--- config.mk ---
export PLATFORM = sky130hd
export DESIGN_NAME = vga_stream_ctrl
export DESIGN_NICKNAME = d
export VERILOG_FILES = /design/src/rtl/vga_stream_ctrl.sv
export SDC_FILE = /design/constraint.sdc
export NUM_CORES = 1
export LEC_CHECK = 0
export BUFFER_PORTS_ARGS = -buffer_cell sky130_fd_sc_hd__buf_2
export CELL_PAD_IN_SITES_DETAIL_PLACEMENT = 0
export CELL_PAD_IN_SITES_GLOBAL_PLACEMENT = 1
export CORE_ASPECT_RATIO = 1.1
export CORE_MARGIN = 4
export CORE_UTILIZATION = 40
export CTS_BUF_LIST = sky130_fd_sc_hd__clkbuf_4 sky130_fd_sc_hd__clkbuf_8 sky130_fd_sc_hd__clkbuf_16
export CTS_CLUSTER_DIAMETER = 200
export DETAILED_ROUTE_END_ITERATION = 7
export GPL_ROUTABILITY_DRIVEN = 0
export GPL_TIMING_DRIVEN = 1
export MAX_ROUTING_LAYER = met4
export PLACE_DENSITY_LB_ADDON = 0.08
export SETUP_SLACK_MARGIN = 0.05
export SYNTH_ARGS = -nofsm -noshare
export SYNTH_HDL_FRONTEND = slang
export SYNTH_SLANG_ARGS = --single-unit
export TNS_END_PERCENT = 30
--- constraint.sdc ---
create_clock -name clk_clk -period 2.5 [get_ports clk_clk]
set_clock_uncertainty 0.05 [all_clocks]
set_input_delay 0.375 -clock clk_clk [delete_from_list [all_inputs] [get_ports clk_clk]]
set_output_delay 0.375 -clock clk_clk [all_outputs]
set_load 0.01 [all_outputs]
--- src/rtl/vga_stream_ctrl.sv ---
// Programmable VGA raster engine: pixel-clock divider, h/v counters, run/stop handshake
// and registered colour/sync/blank outputs lagging the counters by one pixel.
module vga_stream_ctrl #(
    parameter int unsigned H_ACTIVE = 640,
    parameter int unsigned H_FP     = 16,
    parameter int unsigned H_SYNC   = 96,
    parameter int unsigned H_BP     = 48,
    parameter int unsigned V_ACTIVE = 480,
    parameter int unsigned V_FP     = 10,
    parameter int unsigned V_SYNC   = 2,
    parameter int unsigned V_BP     = 33,
    parameter int unsigned COLOR_W  = 10,
    parameter int unsigned CLK_DIV  = 2,
    parameter bit          HS_POL   = 1'b0,
    parameter bit          VS_POL   = 1'b0,
    parameter int unsigned FRAME_W  = 8,
    localparam int unsigned H_TOTAL = H_ACTIVE + H_FP + H_SYNC + H_BP,
    localparam int unsigned V_TOTAL = V_ACTIVE + V_FP + V_SYNC + V_BP,
    localparam int unsigned HW      = $clog2(H_TOTAL),
    localparam int unsigned VW      = $clog2(V_TOTAL)
) (
    input  logic               clk_clk,
    input  logic               reset_reset_n,
    input  logic               run,
    output logic               done,
    output logic               frame_start,
    output logic [FRAME_W-1:0] frame_cnt,
    output logic               pix_req,
    output logic [HW-1:0]      pix_x,
    output logic [VW-1:0]      pix_y,
    input  logic [COLOR_W-1:0] pix_r,
    input  logic [COLOR_W-1:0] pix_g,
    input  logic [COLOR_W-1:0] pix_b,
    output logic [COLOR_W-1:0] vga_r,
    output logic [COLOR_W-1:0] vga_g,
    output logic [COLOR_W-1:0] vga_b,
    output logic               vga_hs,
    output logic               vga_vs,
    output logic               vga_blank_n,
    output logic               vga_sync_n,
    output logic               vga_clk
);

    localparam int unsigned   DW       = $clog2(CLK_DIV);
    localparam logic [DW-1:0] DIV_LAST = DW'(CLK_DIV - 1);
    localparam logic [DW-1:0] DIV_HALF = DW'(CLK_DIV / 2);
    localparam int unsigned   HS_START = H_ACTIVE + H_FP;
    localparam int unsigned   HS_END   = HS_START + H_SYNC;
    localparam int unsigned   VS_START = V_ACTIVE + V_FP;
    localparam int unsigned   VS_END   = VS_START + V_SYNC;

    localparam logic [1:0] S_IDLE   = 2'd0;
    localparam logic [1:0] S_ACTIVE = 2'd1;
    localparam logic [1:0] S_STOP   = 2'd2;

    logic [1:0]         state_q, state_d;
    logic [DW-1:0]      div_q, div_d;
    logic [HW-1:0]      h_q, h_d;
    logic [VW-1:0]      v_q, v_d;
    logic [FRAME_W-1:0] frame_q, frame_d;
    logic [COLOR_W-1:0] r_q, r_d, g_q, g_d, b_q, b_d;
    logic               hs_q, hs_d, vs_q, vs_d, blank_q, blank_d;
    logic               vclk_q, vclk_d, done_q, done_d, fs_q, fs_d;

    logic streaming_c, pix_en_c, h_last_c, v_last_c, frame_end_c;
    logic req_c, hs_win_c, vs_win_c;

    // Raster decode from the current counter values
    assign streaming_c = (state_q != S_IDLE);
    assign pix_en_c    = streaming_c && (div_q == DIV_LAST);
    assign h_last_c    = (32'(h_q) == H_TOTAL - 1);
    assign v_last_c    = (32'(v_q) == V_TOTAL - 1);
    assign frame_end_c = pix_en_c && h_last_c && v_last_c;
    assign req_c       = streaming_c && (32'(h_q) < H_ACTIVE) && (32'(v_q) < V_ACTIVE);
    assign hs_win_c    = (32'(h_q) >= HS_START) && (32'(h_q) < HS_END);
    assign vs_win_c    = (32'(v_q) >= VS_START) && (32'(v_q) < VS_END);

    always_comb begin
        state_d = state_q;
        div_d   = div_q;
        h_d     = h_q;
        v_d     = v_q;
        frame_d = frame_q;
        r_d     = r_q;
        g_d     = g_q;
        b_d     = b_q;
        hs_d    = hs_q;
        vs_d    = vs_q;
        blank_d = blank_q;
        done_d  = 1'b0;
        fs_d    = 1'b0;
        vclk_d  = 1'b0;

        case (state_q)
            S_IDLE: begin
                div_d = '0;
                if (run) begin
                    state_d = S_ACTIVE;
                end
            end
            S_ACTIVE: begin
                if (!run) begin
                    state_d = S_STOP;
                end
            end
            S_STOP: begin
                // A returning run keeps streaming without a gap; otherwise stop at frame end
                if (run) begin
                    state_d = S_ACTIVE;
                end else if (frame_end_c) begin
                    state_d = S_IDLE;
                    done_d  = 1'b1;
                end
            end
            default: begin
                state_d = S_IDLE;
            end
        endcase

        if (streaming_c) begin
            div_d = pix_en_c ? '0 : div_q + DW'(1);
        end

        // Pixel step: advance counters and register this pixel's outputs
        if (pix_en_c) begin
            fs_d = (h_q == '0) && (v_q == '0);
            if (h_last_c) begin
                h_d = '0;
                v_d = v_last_c ? '0 : v_q + VW'(1);
            end else begin
                h_d = h_q + HW'(1);
            end
            if (frame_end_c) begin
                frame_d = frame_q + FRAME_W'(1);
            end
            r_d     = req_c ? pix_r : '0;
            g_d     = req_c ? pix_g : '0;
            b_d     = req_c ? pix_b : '0;
            hs_d    = hs_win_c ? HS_POL : ~HS_POL;
            vs_d    = vs_win_c ? VS_POL : ~VS_POL;
            blank_d = req_c;
        end

        // Stopping returns the datapath to its idle state
        if (done_d) begin
            div_d   = '0;
            h_d     = '0;
            v_d     = '0;
            r_d     = '0;
            g_d     = '0;
            b_d     = '0;
            hs_d    = ~HS_POL;
            vs_d    = ~VS_POL;
            blank_d = 1'b0;
        end

        vclk_d = (div_d >= DIV_HALF);
    end

    always_ff @(posedge clk_clk or negedge reset_reset_n) begin
        if (!reset_reset_n) begin
            state_q <= S_IDLE;
            div_q   <= '0;
            h_q     <= '0;
            v_q     <= '0;
            frame_q <= '0;
            r_q     <= '0;
            g_q     <= '0;
            b_q     <= '0;
            hs_q    <= ~HS_POL;
            vs_q    <= ~VS_POL;
            blank_q <= 1'b0;
            vclk_q  <= 1'b0;
            done_q  <= 1'b0;
            fs_q    <= 1'b0;
        end else begin
            state_q <= state_d;
            div_q   <= div_d;
            h_q     <= h_d;
            v_q     <= v_d;
            frame_q <= frame_d;
            r_q     <= r_d;
            g_q     <= g_d;
            b_q     <= b_d;
            hs_q    <= hs_d;
            vs_q    <= vs_d;
            blank_q <= blank_d;
            vclk_q  <= vclk_d;
            done_q  <= done_d;
            fs_q    <= fs_d;
        end
    end

    assign done        = done_q;
    assign frame_start = fs_q;
    assign frame_cnt   = frame_q;
    assign pix_req     = req_c;
    assign pix_x       = h_q;
    assign pix_y       = v_q;
    assign vga_r       = r_q;
    assign vga_g       = g_q;
    assign vga_b       = b_q;
    assign vga_hs      = hs_q;
    assign vga_vs      = vs_q;
    assign vga_blank_n = blank_q;
    assign vga_sync_n  = 1'b1;
    assign vga_clk     = vclk_q;

endmodule

==> load_flow_metrics.sql, run 1 <==
INSERT INTO impl_metrics (metric_group, metric, value, unit) VALUES
('grt', 'grt_pass1_wl', '12800', 'um'),
('logic_synthesis', 'synth_sequential_area_ratio', '0.544', ''),
('placement', 'numPortBuffers', '97', ''),
('floorplanning', 'fp.dieW', '91.1', 'um'),
('floorplanning', 'ioPinCount', '99', ''),
('pwr', 'internal_power', '2.07', 'mW'),
('floorplanning', 'die_h', '99.4', 'um'),
('sta', 'worst_pin_slew', '0.539', 'ns'),
('pwr', 'power.density_cell_area', '779', 'nW/um^2'),
('floorplanning', 'placementRows', '33', ''),
('cells_and_area', 'fillers', '742', ''),
('pwr', 'clock_power_share', '0.311', ''),
('pwr', 'netSwitchingFraction', '0.305', ''),
('logic_synthesis', 'synthDominantCellAreaShare', '0.527', ''),
('logic_synthesis', 'synth_top_flop_cell', 'sky130_fd_sc_hd__dfrtp_1', ''),
('cells_and_area', 'final_nets', '456', ''),
('cts', 'clock_tree.root_cell', 'sky130_fd_sc_hd__clkbuf_8', ''),
('routing', 'final_antenna_net_count', '0', ''),
('pwr', 'ir_drop', '0.265', 'mV'),
('grt', 'first_global_vias', '2529', ''),
('worst_hold_path', 'hold_class', 'input pin to flop', ''),
('cells_and_area', 'post-route-util', '0.515', ''),
('floorplanning', 'die_area', '9050', 'um^2'),
('placement', 'total_half_perimeter_wirelength_after_legalization_and_detailed_placement', '5360', 'um'),
('routing', 'detailedRoute.firstPassIterationCount', '4', ''),
('cts', 'postCtsResizedCells', '0', ''),
('pwr', 'comb_power_share', '0.218', ''),
('grt', 'antenna_found_initial', '0', ''),
('logic_synthesis', 'yosys.cell_count.top_type', 'sky130_fd_sc_hd__nand2_1', ''),
('sta', 'timing.final.max_slew_violations', '0', ''),
('worst_setup_path', 'worst_ep_arrival_time', '2.16', 'ns'),
('cts', 'clock_sinks', '66', ''),
('logic_synthesis', 'post-synth-top-area-cell', 'sky130_fd_sc_hd__dfrtp_1', ''),
('routing', 'route.final.wire_length', '7560', 'um'),
('cts', 'clk_pin_slew_worst_paths', '0.07', 'ns'),
('sta', 'fin_tns_setup', '0', 'ns'),
('logic_synthesis', 'synth.cells.most_frequent', 'sky130_fd_sc_hd__nand2_1, sky130_fd_sc_hd__dfrtp_1, sky130_fd_sc_hd__o21ai_0, sky130_fd_sc_hd__nor2_1, sky130_fd_sc_hd__xor2_1', ''),
('worst_setup_path', 'crit_path_end_kind', 'flop', ''),
('cts', 'cts_tree', 'yes', ''),
('sta', 'post-route-period-util', '0.798', ''),
('cts', 'clock_path_buffers', '2', ''),
('sta', 'finalHoldViolations', '0', ''),
('worst_setup_path', 'worstSetupPathType', 'flop to flop', ''),
('run_status', 'status', 'finished clean', ''),
('routing', 'drt_iter0_drc', '114', ''),
('logic_synthesis', 'yosys-top-cells-area', 'sky130_fd_sc_hd__dfrtp_1, sky130_fd_sc_hd__nand2_1, sky130_fd_sc_hd__o21ai_0', ''),
('cts', 'clock_latency', '0.33', 'ns'),
('cts', 'cts_htree_levels', '3', ''),
('logic_synthesis', 'ys_types', '43', ''),
('pwr', 'p_leak', '1.97', 'nW'),
('routing', 'vias_per_cell', '5.11', ''),
('sta', 'rsz_0062_raised_after_global_routing', 'false', ''),
('logic_synthesis', 'mappedNetlistArea', '3040', 'um^2'),
('cells_and_area', 'final_cell_area', '3830', 'um^2'),
('sta', 'max_slew_margin', '0.640', ''),
('floorplanning', 'initial_core_utilization', '0.409', ''),
('grt', 'maximum_number_of_pins_on_one_net_before_global_route_repair', '42', ''),
('sta', 'fmaxAchievable', '501', 'MHz'),
('cells_and_area', 'area_growth', '26.1', '%'),
('logic_synthesis', 'syn-num-nets', '357', ''),
('routing', 'dr_total_vias', '2600', ''),
('worst_setup_path', 'required', '2.67', 'ns'),
('cells_and_area', 'insertedDiodeCount', '0', ''),
('placement', 'placement.cell_area', '3610', 'um^2'),
('cts', 'cts_buffers', '9', ''),
('logic_synthesis', 'ys_async_sr_fraction', '1.00', ''),
('cts', 'post_cts.repair.setup_buffers', '0', ''),
('sta', 'timing.final.crit_period', '1.99', 'ns'),
('routing', 'wl_per_cell', '14.8', 'um'),
('pwr', 'p_total', '2.98', 'mW'),
('logic_synthesis', 'ys.warnings.count', '0', '');
==> registers in the layout (all words and copies together) (netlist names) <==
| register | count |
|---|---|
| pix_x | 10 |
| pix_y | 10 |
| vga_b | 10 |
| vga_g | 10 |
| vga_r | 10 |
| frame_cnt | 8 |
| state_q | 2 |
| div_q | 1 |
| done | 1 |
| frame_start | 1 |
| vga_blank_n | 1 |
| vga_hs | 1 |
| vga_vs | 1 |
==> worst paths after layout <==
| path | to | cells after the start | slack, ns | startpoint |
|---|---|---|---|---|
| hold reg to reg | frame_cnt[7] | 1 | 0.42 | frame_cnt[7] |
| min in group asynchronous | pix_x[7] | 3 | 0.54 | reset_reset_n |
| setup / recovery | frame_cnt[1] | 6 | 0.51 | pix_y[0] |
| max in group asynchronous | frame_cnt[2] | 3 | 1.41 | reset_reset_n |
| hold / removal | state_q[1] | 2 | 0.19 | run |
| setup reg to reg | frame_cnt[1] | 6 | 0.51 | pix_y[0] |
==> logic make-up (layout without fill, tap and decap cells) <==
group,Yosys count,in the layout,synth area share
mux,2,2,0.00700
other cells,1,1,0.00123
fa+ha+maj,5,5,0.0206
compound gates,60,60,0.105
xor+xnor,16,16,0.0461
flops,66,66,0.544
simple gates,142,142,0.238
buf+inv,27,130,0.0375
==> power by group through the flow <==
| stage | Combinational, mW | Clock, mW | Sequential [mW] |
|---|---|---|---|
| after floorplan | 0.257 | 0 | 1.49 |
| after global placement | 0.658 | 0 | 1.42 |
| after detailed placement | 0.665 | 0 | 1.43 |
| after CTS | 0.668 | 0.957 | 1.40 |
| after global routing | 0.733 | 1.01 | 1.43 |
| final | 0.652 | 0.929 | 1.40 |
==> layer usage <==
layer / vias up / GRT usage / routed length, um / share of wire
li1: 1290 / - / - / -
met1: 1221 / 0.241 / 3480 / 0.46
met2: 78 / 0.272 / 3600 / 0.48
met3: 11 / 0.0318 / 364 / 0.048
met4: 0 / 0.0742 / 112 / 0.015
met5: - / - / 0 / 0
==> layout make-up <==
type / instances / area (um^2) / share of cell area
Clock buffer: 13 / 173 / 0.0451
Clock inverter: 2 / 35.0 / 0.00915
Timing Repair Buffer: 105 / 548 / 0.143
Inverter: 10 / 37.5 / 0.00980
Sequential cell: 66 / 1650 / 0.432
Multi-Input combinational cell: 226 / 1270 / 0.333
Tap cell: 87 / 109 / 0.0284
==> stage by stage <==
step | setup slack (ns) | instances
after floorplan | 0.753 | 319
after global placement | 0.573 | 493
after detailed placement | 0.509 | 493
after CTS | 0.499 | 509
after global routing | 0.364 | 509
final | 0.505 | 509
==> repair_timing <==
item | 4_1_cts | 5_1_grt
hold buffers | 1 | 0
setup endpoints to repair | 0 | 0
endpoints found under the hold margin | 2 | 0
==> critical path: stages (launching register included) <==
cell and delay, ns:
sky130_fd_sc_hd__dfrtp_1 0.46, sky130_fd_sc_hd__inv_1 0.09, sky130_fd_sc_hd__ha_1 0.15, sky130_fd_sc_hd__nor4b_4 0.27
sky130_fd_sc_hd__nand3_2 0.28, sky130_fd_sc_hd__nor2_1 0.24, sky130_fd_sc_hd__mux2_2 0.35
==> placed cells by master, fill, tap and decap left out, types with 2 or more instances in the layout <==
cell / Yosys / routed
sky130_fd_sc_hd__ha_1: 5 / 5
sky130_fd_sc_hd__a31oi_1: 2 / 2
sky130_fd_sc_hd__nor2_1: 14 / 14
sky130_fd_sc_hd__o21ai_0: 45 / 45
sky130_fd_sc_hd__xnor2_1: 4 / 4
sky130_fd_sc_hd__xor2_1: 12 / 12
sky130_fd_sc_hd__dfrtp_1: 64 / 64
sky130_fd_sc_hd__or3_1: 3 / 3
sky130_fd_sc_hd__dfstp_2: 2 / 2
sky130_fd_sc_hd__buf_2: 7 / 97
sky130_fd_sc_hd__and3_1: 4 / 4
sky130_fd_sc_hd__a21oi_1: 6 / 6
sky130_fd_sc_hd__inv_1: 10 / 10
sky130_fd_sc_hd__buf_4: 1 / 7
sky130_fd_sc_hd__nor4b_1: 2 / 2
sky130_fd_sc_hd__nor4_1: 9 / 9
sky130_fd_sc_hd__nand4_1: 8 / 8
sky130_fd_sc_hd__and4_1: 2 / 2
sky130_fd_sc_hd__clkbuf_8: 0 / 12
sky130_fd_sc_hd__nand3_1: 11 / 11
sky130_fd_sc_hd__nor3_1: 5 / 5
sky130_fd_sc_hd__nand2_1: 73 / 73
(Power assumes the default switching activity.)
==> inputs of run 2 (changes only) <==
ABC_AREA = 1   (was unset)
CORE_UTILIZATION = 34   (was 40)
clock period = 1.7 ns   (was 2.5 ns; I/O delays follow)
==> load_flow_metrics.sql, run 2 <==
INSERT INTO impl_metrics (metric_group, metric, value, unit) VALUES
('run_status', 'status', 'finished clean', ''),
('worst_setup_path', 'worst_ep_arrival_time', '1.31', 'ns'),
('worst_setup_path', 'critical_path.slowest_cell', 'sky130_fd_sc_hd__dfrtp_1', ''),
('logic_synthesis', 'synthDominantCellAreaShare', '0.472', ''),
('floorplanning', 'placementRows', '37', ''),
('cts', 'clock_path_buffers', '2', ''),
('routing', 'route.final.wire_length', '9440', 'um'),
('logic_synthesis', 'syn-num-nets', '455', ''),
('logic_synthesis', 'synth_seq_cells', '66', ''),
('routing', 'detailedRoute.firstPassIterationCount', '6', ''),
('sta', 'timing.final.max_slew_violations', '0', ''),
('pwr', 'p_total', '4.51', 'mW'),
('cts', 'clk_pin_slew_worst_paths', '0.07', 'ns'),
('logic_synthesis', 'synth_sequential_area_ratio', '0.487', ''),
('worst_setup_path', 'critical_path.max_fanout', '2', ''),
('routing', 'wl_per_cell', '14.1', 'um'),
('grt', 'first_global_vias', '3040', ''),
('cts', 'cts_tree', 'yes', ''),
('pwr', 'ir_drop', '0.315', 'mV'),
('cts', 'cts_htree_levels', '3', ''),
('sta', 'fmaxAchievable', '621', 'MHz'),
('grt', 'met1_usage', '0.240', ''),
('routing', 'dr_total_vias', '3174', ''),
('sta', 'fin_tns_setup', '0', 'ns'),
('cts', 'cts_buffers', '9', ''),
('placement', 'placement.cell_area', '4180', 'um^2'),
('cells_and_area', 'drive_gt1_frac', '0.342', ''),
('worst_setup_path', 'crit_path_end_kind', 'output port', ''),
('worst_setup_path', 'worstSetupPathType', 'flop to output port', ''),
('grt', 'maximum_number_of_pins_on_one_net_before_global_route_repair', '32', ''),
('cells_and_area', 'mostFrequentLayoutCells', 'sky130_fd_sc_hd__nand2_1, sky130_fd_sc_hd__buf_2, sky130_fd_sc_hd__dfrtp_1', ''),
('cells_and_area', 'final_cell_area', '4550', 'um^2'),
('cts', 'clock_tree.root_cell', 'sky130_fd_sc_hd__clkbuf_8', ''),
('cells_and_area', 'insertedDiodeCount', '0', ''),
('logic_synthesis', 'mappedNetlistArea', '3390', 'um^2'),
('sta', 'timing.final.crit_period', '1.61', 'ns'),
('logic_synthesis', 'ys_async_sr_fraction', '1.00', ''),
('cts', 'clock_latency', '0.35', 'ns'),
('worst_setup_path', 'slowest_delay', '0.39', 'ns'),
('sta', 'worst_pin_slew', '0.566', 'ns'),
('logic_synthesis', 'cell_count_after_synthesis', '417', ''),
('logic_synthesis', 'yosys.cell_count.top_type', 'sky130_fd_sc_hd__nand2_1', ''),
('logic_synthesis', 'synth_top_flop_cell', 'sky130_fd_sc_hd__dfrtp_1', ''),
('routing', 'final_antenna_net_count', '0', ''),
('worst_setup_path', 'timing.critical_path.buf_inv', '2', ''),
('worst_setup_path', 'critical_path.startpoint_type', 'flop', ''),
('cells_and_area', 'area_growth', '34.0', '%'),
('sta', 'finalHoldViolations', '0', ''),
('cts', 'clock_sinks', '66', ''),
('pwr', 'power.density_cell_area', '992', 'nW/um^2'),
('grt', 'global_route.usage.total', '0.177', ''),
('cells_and_area', 'final_standard_cell_count_with_taps_included_and_fillers_excluded', '669', ''),
('floorplanning', 'initial_core_utilization', '0.356', ''),
('placement', 'total_half_perimeter_wirelength_after_legalization_and_detailed_placement', '6910', 'um'),
('floorplanning', 'die_area', '11600', 'um^2'),
('grt', 'antenna_found_initial', '0', ''),
('worst_setup_path', 'worst_path_dominant_cell_family', 'flip-flops', ''),
('grt', 'grt_pass1_wl', '15800', 'um'),
('routing', 'drc', '0', ''),
('grt', 'grt.busiest_layer', 'met2', ''),
('floorplanning', 'die_h', '113', 'um'),
('grt', 'grt_util_met3', '0.0339', ''),
('logic_synthesis', 'ys.warnings.count', '0', ''),
('sta', 'rsz_0062_raised_after_global_routing', 'true', ''),
('job', 'number_of_max_cap_violations', '0', ''),
('logic_synthesis', 'yosys-top-cells-area', 'sky130_fd_sc_hd__dfrtp_1, sky130_fd_sc_hd__nand2_1, sky130_fd_sc_hd__nand4_1', ''),
('cells_and_area', 'final_nets', '585', ''),
('grt', 'global_route_track_usage_on_met2', '0.263', ''),
('floorplanning', 'ioPinCount', '99', ''),
('worst_setup_path', 'cp_cell_sequence', 'inv_2 -> a21oi_2 -> nor4_4 -> buf_2', ''),
('sta', 'setup_viol', '0', ''),
('routing', 'drt_iter0_drc', '115', ''),
('pwr', 'p_leak', '2.48', 'nW'),
('logic_synthesis', 'synth-edff-count', '0', ''),
('routing', 'vias_per_cell', '4.74', ''),
('sta', 'post-route-period-util', '0.947', ''),
('floorplanning', 'core_area', '9540', 'um^2'),
('logic_synthesis', 'post_synthesis_mean_instance_area', '8.14', 'um^2'),
('logic_synthesis', 'synth.cells.most_frequent', 'sky130_fd_sc_hd__nand2_1, sky130_fd_sc_hd__dfrtp_1, sky130_fd_sc_hd__nand4_1, sky130_fd_sc_hd__inv_1, sky130_fd_sc_hd__nand3_1', ''),
('worst_setup_path', 'required', '1.39', 'ns'),
('cells_and_area', 'post-route-util', '0.477', ''),
('cells_and_area', 'fillers', '1007', ''),
('logic_synthesis', 'ys_types', '33', ''),
('floorplanning', 'fp.dieW', '103', 'um'),
('sta', 'max_slew_margin', '0.623', ''),
('grt', 'grt_overflow_total', '0', ''),
('worst_hold_path', 'hold_class', 'input pin to flop', ''),
('logic_synthesis', 'post-synth-top-area-cell', 'sky130_fd_sc_hd__dfrtp_1', ''),
('placement', 'place.detailed.instances', '637', ''),
('placement', 'numPortBuffers', '97', ''),
('cells_and_area', 'layout.cells.most_common', 'sky130_fd_sc_hd__nand2_1', '');
==> run 2: cell types whose count changed after synthesis, sizes merged, moves of 17 or more <==
cell	change
nand2	+67
o21ai	-31
inv	+28
nand4	+27
nand3	+21
nor2	+17
==> run 2: worst paths after layout <==
| check | from | end | cells past startpoint | slack (ns) |
|---|---|---|---|---|
| worst max-delay path | pix_x[7] | pix_req | 4 | 0.09 |
| worst min-delay path | pix_b[8] | vga_b[8] | 3 | 0.09 |
| worst max register to register | pix_x[7] | pix_y[1] | 9 | 0.16 |
| worst min register to register | div_q | div_q | 1 | 0.41 |
| max in group asynchronous | reset_reset_n | pix_y[5] | 3 | 0.70 |
| min in group asynchronous | reset_reset_n | vga_b[3] | 2 | 0.39 |
==> run 2: power breakdown <==
part | internal (mW) | switching [mW] | total (mW)
Sequential | 1.87 | 0.210 | 2.08
Combinational | 0.527 | 0.696 | 1.22
Clock | 0.614 | 0.592 | 1.21
==> run 2: routing by layer <==
metal,up-vias,part of all wire,wire (um)
li1,1621,-,-
met1,1475,0.46,4360
met2,66,0.48,4500
met3,12,0.046,432
met4,0,0.016,150
met5,-,0,0
==> run 2: worst reg2reg max path, delay by kind of cell, from the launching register on <==
family                 cells  cell delay [ns]
buffers and inverters      3             0.36
AOI/OAI and AO/OA          1             0.07
and+or+nand+nor            5             0.60
DFF                        1             0.39
==> run 2: through the flow <==
| step | setup slack, ns | hold slack, ns |
|---|---|---|
| after floorplan | 0.192 | -0.0906 |
| after global placement | 0.0934 | 0.222 |
| after detailed placement | 0.0693 | 0.229 |
| after CTS | 0.0624 | 0.0716 |
| after global routing | -0.00173 | 0.0824 |
| final | 0.0900 | 0.0941 |
==> run 2: kinds of logic (layout without fill, tap and decap cells) <==
logic type | after synthesis | after routing | share of synthesized area
and+or+nand+nor | 255 | 255 | 0.353
DFF | 66 | 66 | 0.487
buffers and inverters | 58 | 193 | 0.0774
AOI/OAI and AO/OA | 21 | 21 | 0.0343
xor gates and xnor gates | 11 | 11 | 0.0284
adders and majority gates | 5 | 5 | 0.0184
other | 1 | 1 | 0.00110
==> run 2: what timing repair did <==
action	4_1_cts	5_1_grt
pin swaps	1	6
endpoints found under the setup margin	1	20
setup buffers	6	9
endpoints found under the hold margin	14	0
hold buffers	1	0
resized for setup	12	10
==> run 2: area by class of cell <==
type | instances | area (um^2) | area share
Clock buffer | 13 | 160 | 0.0352
Clock inverter | 3 | 17.5 | 0.00385
Inverter | 39 | 146 | 0.0322
Multi-Input combinational cell | 293 | 1540 | 0.339
Sequential cell | 66 | 1660 | 0.365
Tap cell | 117 | 146 | 0.0322
Timing Repair Buffer | 138 | 875 | 0.192
